--- config.mk ---
export PLATFORM = sky130hd
export DESIGN_NAME = tage_t0_updater_flat
export DESIGN_NICKNAME = d
export VERILOG_FILES = /design/src/rtl/tage_t0_updater_if.sv /design/src/rtl/tage_t0_updater.sv /design/src/flat_wrapper.sv
export SDC_FILE = /design/constraint.sdc
export NUM_CORES = 1
export LEC_CHECK = 0
export CAP_MARGIN = 20
export CORE_UTILIZATION = 53
export CTS_CLUSTER_SIZE = 8
export DETAILED_ROUTE_END_ITERATION = 6
export DONT_BUFFER_PORTS = 1
export GPL_TIMING_DRIVEN = 0
export MAX_ROUTING_LAYER = met4
export PLACE_DENSITY_LB_ADDON = 0.2
export SLEW_MARGIN = 20
export SYNTH_ARGS = -nofsm -noshare
export SYNTH_HDL_FRONTEND = slang
export SYNTH_SLANG_ARGS = --single-unit
--- constraint.sdc ---
create_clock -name clk -period 2 [get_ports clk]
set_input_delay 0.2 -clock clk [delete_from_list [all_inputs] [get_ports clk]]
set_output_delay 0.2 -clock clk [all_outputs]
set_load 0.05 [all_outputs]
--- src/rtl/tage_t0_updater_if.sv ---
// tage_t0_updater_if: update handshake and T0 RAM port bundle for the T0 updater
interface tage_t0_updater_if #(
    parameter int ADDR_WIDTH = 9,
    parameter int CTR_WIDTH  = 2
);
    logic                  upd_valid;
    logic [ADDR_WIDTH-1:0] upd_idx;
    logic                  upd_taken;
    logic                  upd_ready;
    logic [ADDR_WIDTH-1:0] ram_raddr;
    logic [CTR_WIDTH-1:0]  ram_q;
    logic                  ram_we;
    logic [ADDR_WIDTH-1:0] ram_waddr;
    logic [CTR_WIDTH-1:0]  ram_wdata;
    logic                  init_done;
    logic [31:0]           upd_count;
    modport master (
        output upd_valid, upd_idx, upd_taken, ram_q,
        input  upd_ready, ram_raddr, ram_we, ram_waddr, ram_wdata, init_done, upd_count
    );
    modport slave (
        input  upd_valid, upd_idx, upd_taken, ram_q,
        output upd_ready, ram_raddr, ram_we, ram_waddr, ram_wdata, init_done, upd_count
    );
endinterface

--- src/rtl/tage_t0_updater.sv ---
// tage_t0_updater: init sweep plus serialized read-modify-write of T0 saturating counters
module tage_t0_updater #(
    parameter int NUM_ENTRIES = 512,
    parameter int ADDR_WIDTH  = $clog2(NUM_ENTRIES),
    parameter int CTR_WIDTH   = 2,
    parameter int INIT_VALUE  = 1
) (
    input logic              clk,
    input logic              rst,
    tage_t0_updater_if.slave bus
);
    typedef enum logic [1:0] {INIT, IDLE, READ, WRITE} state_t;
    localparam logic [ADDR_WIDTH-1:0] LAST = ADDR_WIDTH'(NUM_ENTRIES - 1);
    localparam logic [CTR_WIDTH-1:0]  CMAX = '1;
    state_t                state;
    logic [ADDR_WIDTH-1:0] ptr;
    logic [ADDR_WIDTH-1:0] idx_q;
    logic                  taken_q;
    logic                  init_done_q;
    logic [31:0]           cnt;
    logic [CTR_WIDTH-1:0]  nxt;
    always_ff @(posedge clk) begin
        if (rst) begin
            state       <= INIT;
            ptr         <= '0;
            init_done_q <= 1'b0;
            cnt         <= '0;
            idx_q       <= '0;
            taken_q     <= 1'b0;
        end else begin
            case (state)
                INIT: begin
                    ptr <= ptr + 1'b1;
                    if (ptr == LAST) begin
                        state       <= IDLE;
                        init_done_q <= 1'b1;
                    end
                end
                IDLE: if (bus.upd_valid) begin
                    idx_q   <= bus.upd_idx;
                    taken_q <= bus.upd_taken;
                    state   <= READ;
                end
                READ: state <= WRITE;
                WRITE: begin
                    cnt   <= cnt + 32'd1;
                    state <= IDLE;
                end
                default: state <= INIT;
            endcase
        end
    end
    always_comb begin
        nxt = taken_q ? (bus.ram_q == CMAX ? CMAX : bus.ram_q + 1'b1)
                      : (bus.ram_q == '0 ? '0 : bus.ram_q - 1'b1);
    end
    // rst gates every combinational output so nothing leaks to the RAM during an abort
    assign bus.upd_ready = !rst && state == IDLE;
    assign bus.ram_we    = !rst && (state == INIT || state == WRITE);
    assign bus.ram_raddr = (rst || state == INIT) ? '0 : idx_q;
    assign bus.ram_waddr = rst ? '0 : state == INIT ? ptr : idx_q;
    assign bus.ram_wdata = rst ? '0 : state == INIT ? CTR_WIDTH'(INIT_VALUE) : state == WRITE ? nxt : '0;
    assign bus.init_done = init_done_q;
    assign bus.upd_count = cnt;
endmodule
--- src/flat_wrapper.sv ---
// flat-port wrapper written by rule: the top's interface ports become plain ports
module tage_t0_updater_flat 
#(
    parameter int NUM_ENTRIES = 512,
    parameter int ADDR_WIDTH  = $clog2(NUM_ENTRIES),
    parameter int CTR_WIDTH   = 2,
    parameter int INIT_VALUE  = 1
)
  (clk, rst, bus_upd_valid, bus_upd_idx, bus_upd_taken, bus_ram_q, bus_upd_ready, bus_ram_raddr, bus_ram_we, bus_ram_waddr, bus_ram_wdata, bus_init_done, bus_upd_count);
  tage_t0_updater_if #(.ADDR_WIDTH(ADDR_WIDTH), .CTR_WIDTH(CTR_WIDTH)) bus_i ();
  input logic clk;
  input logic rst;
  input wire logic [$bits(bus_i.upd_valid)-1:0] bus_upd_valid;
  input wire logic [$bits(bus_i.upd_idx)-1:0] bus_upd_idx;
  input wire logic [$bits(bus_i.upd_taken)-1:0] bus_upd_taken;
  input wire logic [$bits(bus_i.ram_q)-1:0] bus_ram_q;
  output wire logic [$bits(bus_i.upd_ready)-1:0] bus_upd_ready;
  output wire logic [$bits(bus_i.ram_raddr)-1:0] bus_ram_raddr;
  output wire logic [$bits(bus_i.ram_we)-1:0] bus_ram_we;
  output wire logic [$bits(bus_i.ram_waddr)-1:0] bus_ram_waddr;
  output wire logic [$bits(bus_i.ram_wdata)-1:0] bus_ram_wdata;
  output wire logic [$bits(bus_i.init_done)-1:0] bus_init_done;
  output wire logic [$bits(bus_i.upd_count)-1:0] bus_upd_count;
  assign bus_i.upd_valid = bus_upd_valid;
  assign bus_i.upd_idx = bus_upd_idx;
  assign bus_i.upd_taken = bus_upd_taken;
  assign bus_i.ram_q = bus_ram_q;
  assign bus_upd_ready = bus_i.upd_ready;
  assign bus_ram_raddr = bus_i.ram_raddr;
  assign bus_ram_we = bus_i.ram_we;
  assign bus_ram_waddr = bus_i.ram_waddr;
  assign bus_ram_wdata = bus_i.ram_wdata;
  assign bus_init_done = bus_i.init_done;
  assign bus_upd_count = bus_i.upd_count;
  tage_t0_updater #(.NUM_ENTRIES(NUM_ENTRIES), .ADDR_WIDTH(ADDR_WIDTH), .CTR_WIDTH(CTR_WIDTH), .INIT_VALUE(INIT_VALUE)) u_core (.clk(clk), .rst(rst), .bus(bus_i));
endmodule
* Yosys cells after proc, flatten, opt, wreduce, memory -nomap -nowiden
Index checks and enable logic that the tools add are counted.
Word-level totals: bits in registers 54, bits of input ports 15
Operators by class: add/sub/neg operators 4, eq/ne operators 7, muxes and demuxes 12, reduce and logical (&&, ||, !) cells 10
Operators with widths (count):
- $add 32x1->32 const B | 1
- $mux 9 | 3
- $mux 2 | 8
- $add 9x1->9 const B | 1
- $eq 9x9->1 const B | 1
- $pmux 2 s4 | 1
- $eq 2x2->1 const B | 3
- $reduce_and 2->1 | 3
- $logic_not 2->1 | 2
- $add 2x1->2 const B | 1
- $eq 2x1->1 const B | 1
- $logic_and 1x1->1 | 2
- $logic_or 1x1->1 | 2
- $ne 2x1->1 const B | 1
- $ne 2x2->1 const B | 1
- $sub 2x1->2 const B | 1
- $logic_not 1->1 | 1

* Longest topological paths before layout
Gate-level depths: netlist of the first run.
depth in word-level cells 6, depth in mapped cells 8, mapped depth without buffers 8

* Worst setup path after synthesis of the first run
Ideal clock, no wire load.
kind reg-to-reg, start point register u_core.cnt[0], in the netlist u_core.bus.upd_count[0], end point register u_core.cnt[22], in the netlist u_core.bus.upd_count[22], library setup time 0.123 ns, arrival 2.211 ns, data required time 1.877 ns, setup slack -0.334 ns, stages on the path, launching flop included 7, path buffers 1, period minus slack after synthesis 2.334 ns, cells stage by stage dfxtp_1 ha_1 nand3_1 or3_1 clkbuf_1 nor4_1 mux2_1
Between the ends: word-level cells in the longest chain between the ends 1
RTL lines:
- from (decl) | line tage_t0_updater.sv:20 | logic [31:0] cnt;
- from (signal assigned) | line tage_t0_updater.sv:46 | cnt <= cnt + 32'd1;
- $add 32x1->32 | line tage_t0_updater.sv:46
Every way passes these cells. A chain may end at the register's enable or synchronous reset.

* Worst setup path after layout of the first run
start point register u_core.state[0], end point register u_core.cnt[26], in the netlist u_core.bus.upd_count[26]
Between the ends: word-level cells in the longest chain between the ends 1
RTL lines:
- from (decl) | line tage_t0_updater.sv:15 | state_t state;
- from (signal assigned) | line tage_t0_updater.sv:24 | state <= INIT;
- from (signal assigned) | line tage_t0_updater.sv:35 | state <= IDLE;
- from (signal assigned) | line tage_t0_updater.sv:42 | state <= READ;
- $eq 2x2->1 | line tage_t0_updater.sv:31 | case (state)
Every way passes these cells.

==> results of run 1 <==
[where the power goes]
group / internal [mW] / switching [mW]
Sequential: 1.10 / 0.0584
Combinational: 0.212 / 0.373
Clock: 0.242 / 0.349
Total: 1.55 / 0.780
[repair_timing]
item,in CTS,in global routing
resized for setup,69,22
setup buffers,2,8
hold buffers,0,0
pin swaps,3,10
endpoints found under the setup margin,40,23
[flip-flops by register name, summed over array words and instances, names as in the netlist]
register and cells:
u_core.bus.init_done 1, u_core.bus.upd_count 32, u_core.idx_q 9, u_core.ptr 9
u_core.state 2, u_core.taken_q 1
[kinds of logic (layout without fill, tap and decap cells)]
logic type               count (synthesis)  count (layout)  synth area share
XOR/XNOR                                16              16            0.0510
flip-flops                              54              54             0.394
AND/OR/NAND/NOR                        158             158             0.300
AO/OA/AOI/OAI                           43              43            0.0861
multiplexers                            21              21            0.0802
buffers and inverters                   29              44            0.0547
adder cells (fa/ha/maj)                  8               8            0.0346
[layout make-up]
cell class,count,area [um^2],share of cell area
tap,67,83.8,0.0251
clock buffer,7,76.3,0.0228
buffer,16,134,0.0400
timing repair buffer,10,75.1,0.0225
inverter,11,41.3,0.0124
multi-input combinational,246,1750,0.523
sequential,54,1180,0.354
[cell usage in the layout, fill, tap and decap left out, types with 3 or more instances in the layout]
cell type  instances
buf_6              5
o21ai_0            7
xnor2_1            6
nor4_1             3
nor2b_1            8
dfxtp_2            7
clkbuf_1           8
buf_4             10
and2_4             6
mux2_2             5
dfxtp_1           22
a21oi_1           27
inv_1             11
nand2_1           36
xor2_1            10
nor3_1             4
dfxtp_4           25
clkbuf_8           7
o31ai_1            7
nor2_1            32
ha_1               4
or4_1              6
nor2_4            10
mux2i_1           12
and2_2             4
nand3_1            7
or3_1              7
or4_4              4
nand4_1            8
nand4_4            3
[worst max path at each step]
stage / cells after the start / startpoint / endpoint
floorplan: 6 / u_core.bus.upd_count[0]$_SDFFE_PP0N_ / u_core.bus.upd_count[22]$_SDFFE_PP0N_
global placement: 6 / u_core.bus.upd_count[0]$_SDFFE_PP0N_ / u_core.bus.upd_count[22]$_SDFFE_PP0N_
detailed placement: 7 / u_core.state[0]$_SDFFE_PP0P_ / u_core.bus.upd_count[22]$_SDFFE_PP0N_
CTS: 7 / u_core.state[0]$_SDFFE_PP0P_ / u_core.bus.upd_count[25]$_SDFFE_PP0N_
global route: 7 / u_core.state[0]$_SDFFE_PP0P_ / u_core.bus.upd_count[27]$_SDFFE_PP0N_
finish: 6 / u_core.state[0]$_SDFFE_PP0P_ / u_core.bus.upd_count[26]$_SDFFE_PP0N_
[through the flow]
step / power [mW] / util / hold WS [ns]
6_report: 2.33 / 0.690 / 0.0128
5_1_grt: 2.43 / 0.690 / 0.00955
4_1_cts: 2.32 / 0.660 / 0.00826
3_5_place_dp: 1.71 / 0.598 / 0.341
3_3_place_gp: 1.69 / 0.598 / 0.339
2_1_floorplan: 1.62 / - / 0.333
[routing by layer]
layer | vias to the layer above | global-route usage | share of wire
met3 | 6 | 0.0650 | 0.060
met5 | - | - | 0
met1 | 1127 | 0.277 | 0.41
met4 | 0 | 0.0577 | 0.0091
li1 | 1175 | - | -
met2 | 61 | 0.441 | 0.52
[critical path, cell delays in order, from the launching register on]
cell	delay (ns)
dfxtp_2	0.36
ha_1	0.17
buf_6	0.14
nand3_4	0.10
or4_4	0.59
or4_4	0.44
a21oi_2	0.12
==> out/metrics.csv, run 1 <==
metric;value;unit
dpl.cell_count;396;
initial_utilization;0.566;
min_period;1.98;ns
fmax;505;MHz
syn-mean-instance-area;8.35;um^2
tightestPinTransition;0.935;ns
clock_skew;0.00578;ns
maxCapViolations;0;
r2r_cells;6;
die_height;74.0;um
htreeDepth;2;
r2r_start;u_core.state[0]$_SDFFE_PP0P_;
finalSetupViolCount;0;
drc;0;
drtPass1Iterations;5;
required;2.24;ns
via_per_inst;5.76;
cp.arrival;2.22;ns
dpl_worst_slack;-0.289;ns
final_cells;411;
die_area;0.00547;mm^2
synthTopCellsByCount;dfxtp_1, nor2_1, nand2_1;
hp-class;primary input to register;
ys_types;37;
crit_path_end_kind;register;
async_flop_share;0;
drt.antenna.violating_nets;0;
yosys_warnings;0;
n_antenna_cell;0;
whs_path_depth;2;
timing.rr.end;u_core.bus.upd_count[26]$_SDFFE_PP0N_;
rsz0062_at_grt;yes;
wl_per_cell;15.7;um
core_area;0.00485;mm^2
synthMostInstantiatedCell;dfxtp_1;
synth.area.top_cells;dfxtp_1, nor2_1, a21oi_1;
place_area;0.00290;mm^2
clk_latency;0.31;ns
drt_iter0_drc;103;
min_to;u_core.idx_q[3]$_SDFFE_PP0P_;
p_leak;1.21;nW
wirelength;6470;um
ir_drop;0.524;mV
finalInstanceArea;0.00334;mm^2
slew_headroom;0.375;
fillCellCount;402;
clock_tree.buffer_depth;2;
synthesis.area;0.00275;mm^2
finalSetupTns;0;ns
worst-r2r-setup-slack;0.02;ns
synth_top_cell_area_share;0.394;
cts_sinks;54;
syn_inst;329;
synth_ff_type;dfxtp_1;
status;finished clean;
layout.nets;365;
fin_crit_sh;0.990;
via_count;2369;
maxSlewViolCount;0;
clk_pin_slew;0.09;ns
grt_usage;0.249;
yosysSeqAreaShare;0.394;
powerDensity;697;mW/mm^2
syn_to_final_growth;21.7;%
antenna_found_initial;0;
grt_max_degree;15;
grt_pass1_wl;10200;um
startpoint_type;register;
die_w;74.0;um
cts_root_buf;clkbuf_8;
fp-row-count;25;
gr-total-overflow;0;
cts_tree;built;
synth_enable_flop_cells;0;
grt_pass1_vias;2156;
synth_fp_nets;350;
dp_hpwl;4290;um
hold_viol_final;0;
worst_slack;0.0200;ns
cp_max_fo;7;
io_buffers;0;
hold_start;bus_upd_idx[3];
yosys.area.top_type;dfxtp_1;
crit_type;register to register;
ioPinCount;70;
ys_ff_latch;54;
gp_congestion;0.723;
final_layout_size_suffix_gt1_frac;0.320;
cts_buffers;5;
(Power assumes the default switching activity.)
==> run 2: changes to the inputs <==
Settings changed: SETUP_SLACK_MARGIN set to 0.02.
==> run 2 against run 1 <==
Non-clock buffer count down 1. Final area up 2.2%. Clock skew up 0.00073 ns. Total power up 4.5%. Fmax down 0.32%. Critical path depth down 1. Combinational power up 9.7%. Critical endpoint unchanged. Core utilization up 1.5 points. Setup slack worse by 0.0063 ns. Critical path type unchanged. Sequential power about the same. Final cell count unchanged.
==> out/metrics.csv, run 2 (same netlist as run 1, synthesis figures left out) <==
metric;value;unit;change
grt_usage;0.242;;-0.00689
drt.antenna.violating_nets;0;;unchanged
syn_to_final_growth;24.4;%;
startpoint_type;register;;
fillCellCount;389;;-3.2%
wirelength;6430;um;-0.59%
crit_top_cell;or4_4;;
gp_congestion;0.794;;+9.8%
p_leak;1.20;nW;-1.0%
ir_drop;0.500;mV;-4.4%
min_period;1.99;ns;+0.00629 ns
final_common_cell;nand2_1;;
seqCellArea;0.00119;mm^2;+0.42%
slew_headroom;0.383;;+0.00795
drc;0;;unchanged
drtPass1Iterations;4;;-1
finalSetupViolCount;0;;unchanged
fp-row-count;25;;unchanged
tightestPinTransition;0.924;ns;-0.0119 ns
n_antenna_cell;0;;unchanged
path_cells;ha_4, nand3_4, or4_4, or4_4, a21oi_2;;
initial_utilization;0.566;;unchanged
die_height;74.0;um;unchanged
io_buffers;0;;unchanged
rsz0062_at_grt;yes;;
powerDensity;712;mW/mm^2;+2.2%
hp-class;primary input to register;;
cts_tree;built;;
maxSlewViolCount;0;;unchanged
ioPinCount;70;;unchanged
core_area;0.00485;mm^2;unchanged
clk_pin_slew;0.09;ns;about the same
cp.buffers_inverters;0;;-1
crit_cells;5;;-1
die_area;0.00547;mm^2;unchanged
clk_latency;0.31;ns;about the same
dpl_worst_slack;-0.226;ns;+0.0627 ns
grt_pass1_wl;9890;um;-2.6%
status;finished clean;;
cp.arrival;2.22;ns;about the same
worst_slack;0.0137;ns;-0.00629 ns
cp_top_family;simple AND/OR/NAND/NOR gates;;
whs_path_depth;2;;unchanged
fin_crit_sh;0.993;;+0.00315
mostFrequentLayoutCells;nand2_1, nor2_1, dfxtp_4, a21oi_1, dfxtp_1;;
wl_per_cell;15.7;um;-0.59%
hold_viol_final;0;;unchanged
r2r_cells;5;;-1
cts_sinks;54;;unchanged
cts_buffers;5;;unchanged
htreeDepth;2;;unchanged
via_per_inst;5.73;;-0.59%
hold_buffers;0;;unchanged
crit_type;register to register;;
dp_hpwl;4290;um;about the same
critPathMaxStageDelay;0.55;ns;-0.04 ns
die_w;74.0;um;unchanged
cp_max_fo;6;;-1
gr-total-overflow;0;;unchanged
drt_iter0_drc;76;;-26%
layout.nets;364;;-0.27%
crit_path_end_kind;register;;
clock_tree.buffer_depth;2;;unchanged
via_count;2355;;-0.59%
final_layout_size_suffix_gt1_frac;0.349;;+0.0291
multi_input_area;0.00181;mm^2;+3.3%
required;2.24;ns;about the same
hold-worst-slack;0.0175;ns;+0.00470 ns
final_util;0.705;;+0.0152
clock_skew;0.00652;ns;+0.000734 ns
fmax;503;MHz;-0.32%
grt_max_degree;16;;+1
grt_pass1_vias;2238;;+3.8%
cpMaxStageDelayCell;or4_4;;
maxCapViolations;0;;unchanged
antenna_found_initial;0;;unchanged
largest_register_ff_count;32;;unchanged
cts_root_buf;clkbuf_8;;
run 2: area by class of cell:
cell class / count / area share
flip-flops and latches: 54 / 0.348
repair buffers: 9 / 0.0198
clock buffers: 8 / 0.0264
well taps: 67 / 0.0245
plain buffers: 16 / 0.0406
multi-input cells: 246 / 0.529
inverters: 11 / 0.0121
run 2: worst register-to-register path: stages, from the launching register on:
cell and delay (ns):
dfxtp_4 0.49, ha_4 0.19, nand3_4 0.11, or4_4 0.55
or4_4 0.44, a21oi_2 0.14
run 2: per-layer routing:
layer  global-route usage  wire length (um)  part of all wire  vias to the layer above
li1                     -                 -                 -                     1175
met1                0.249              2740              0.43                     1118
met2                0.462              3330              0.52                       55
met3               0.0488               282             0.044                        7
met4               0.0641                76             0.012                        0
met5                    -                 0                 0                        -
run 2: worst paths after layout:
kind,slack [ns],to,start
max reg2reg,0.01,u_core.bus.upd_count[26]$_SDFFE_PP0N_,u_core.bus.upd_count[0]$_SDFFE_PP0N_
min,0.02,u_core.taken_q$_SDFFE_PP0P_,bus_upd_taken
max,0.01,u_core.bus.upd_count[26]$_SDFFE_PP0N_,u_core.bus.upd_count[0]$_SDFFE_PP0N_
min reg2reg,0.48,u_core.idx_q[0]$_SDFFE_PP0P_,u_core.idx_q[0]$_SDFFE_PP0P_
run 2: power breakdown:
group	leakage [nW]	total (mW)	internal [mW]	switching [mW]
clock network	0.0455	0.626	0.283	0.343
registers	0.460	1.17	1.10	0.0680
logic	0.693	0.642	0.244	0.398
total	1.20	2.43	1.63	0.809
run 2: timing repair:
item / in CTS / in global routing
pin swaps: 3 / 6
endpoints found under the setup margin: 40 / 23
gates resized for setup: 63 / 37
buffers inserted: 3 / 6
run 2: per-stage QoR:
stage	area [um^2]	setup TNS (ns)	total power, mW	std cells
3_3_place_gp	2910	-3.95	1.69	396
5_1_grt	3420	-0.0380	2.54	411
2_1_floorplan	2830	-0.0154	1.62	329
6_report	3420	0	2.43	411
3_5_place_dp	2910	-4.40	1.71	396
4_1_cts	3220	0	2.37	406
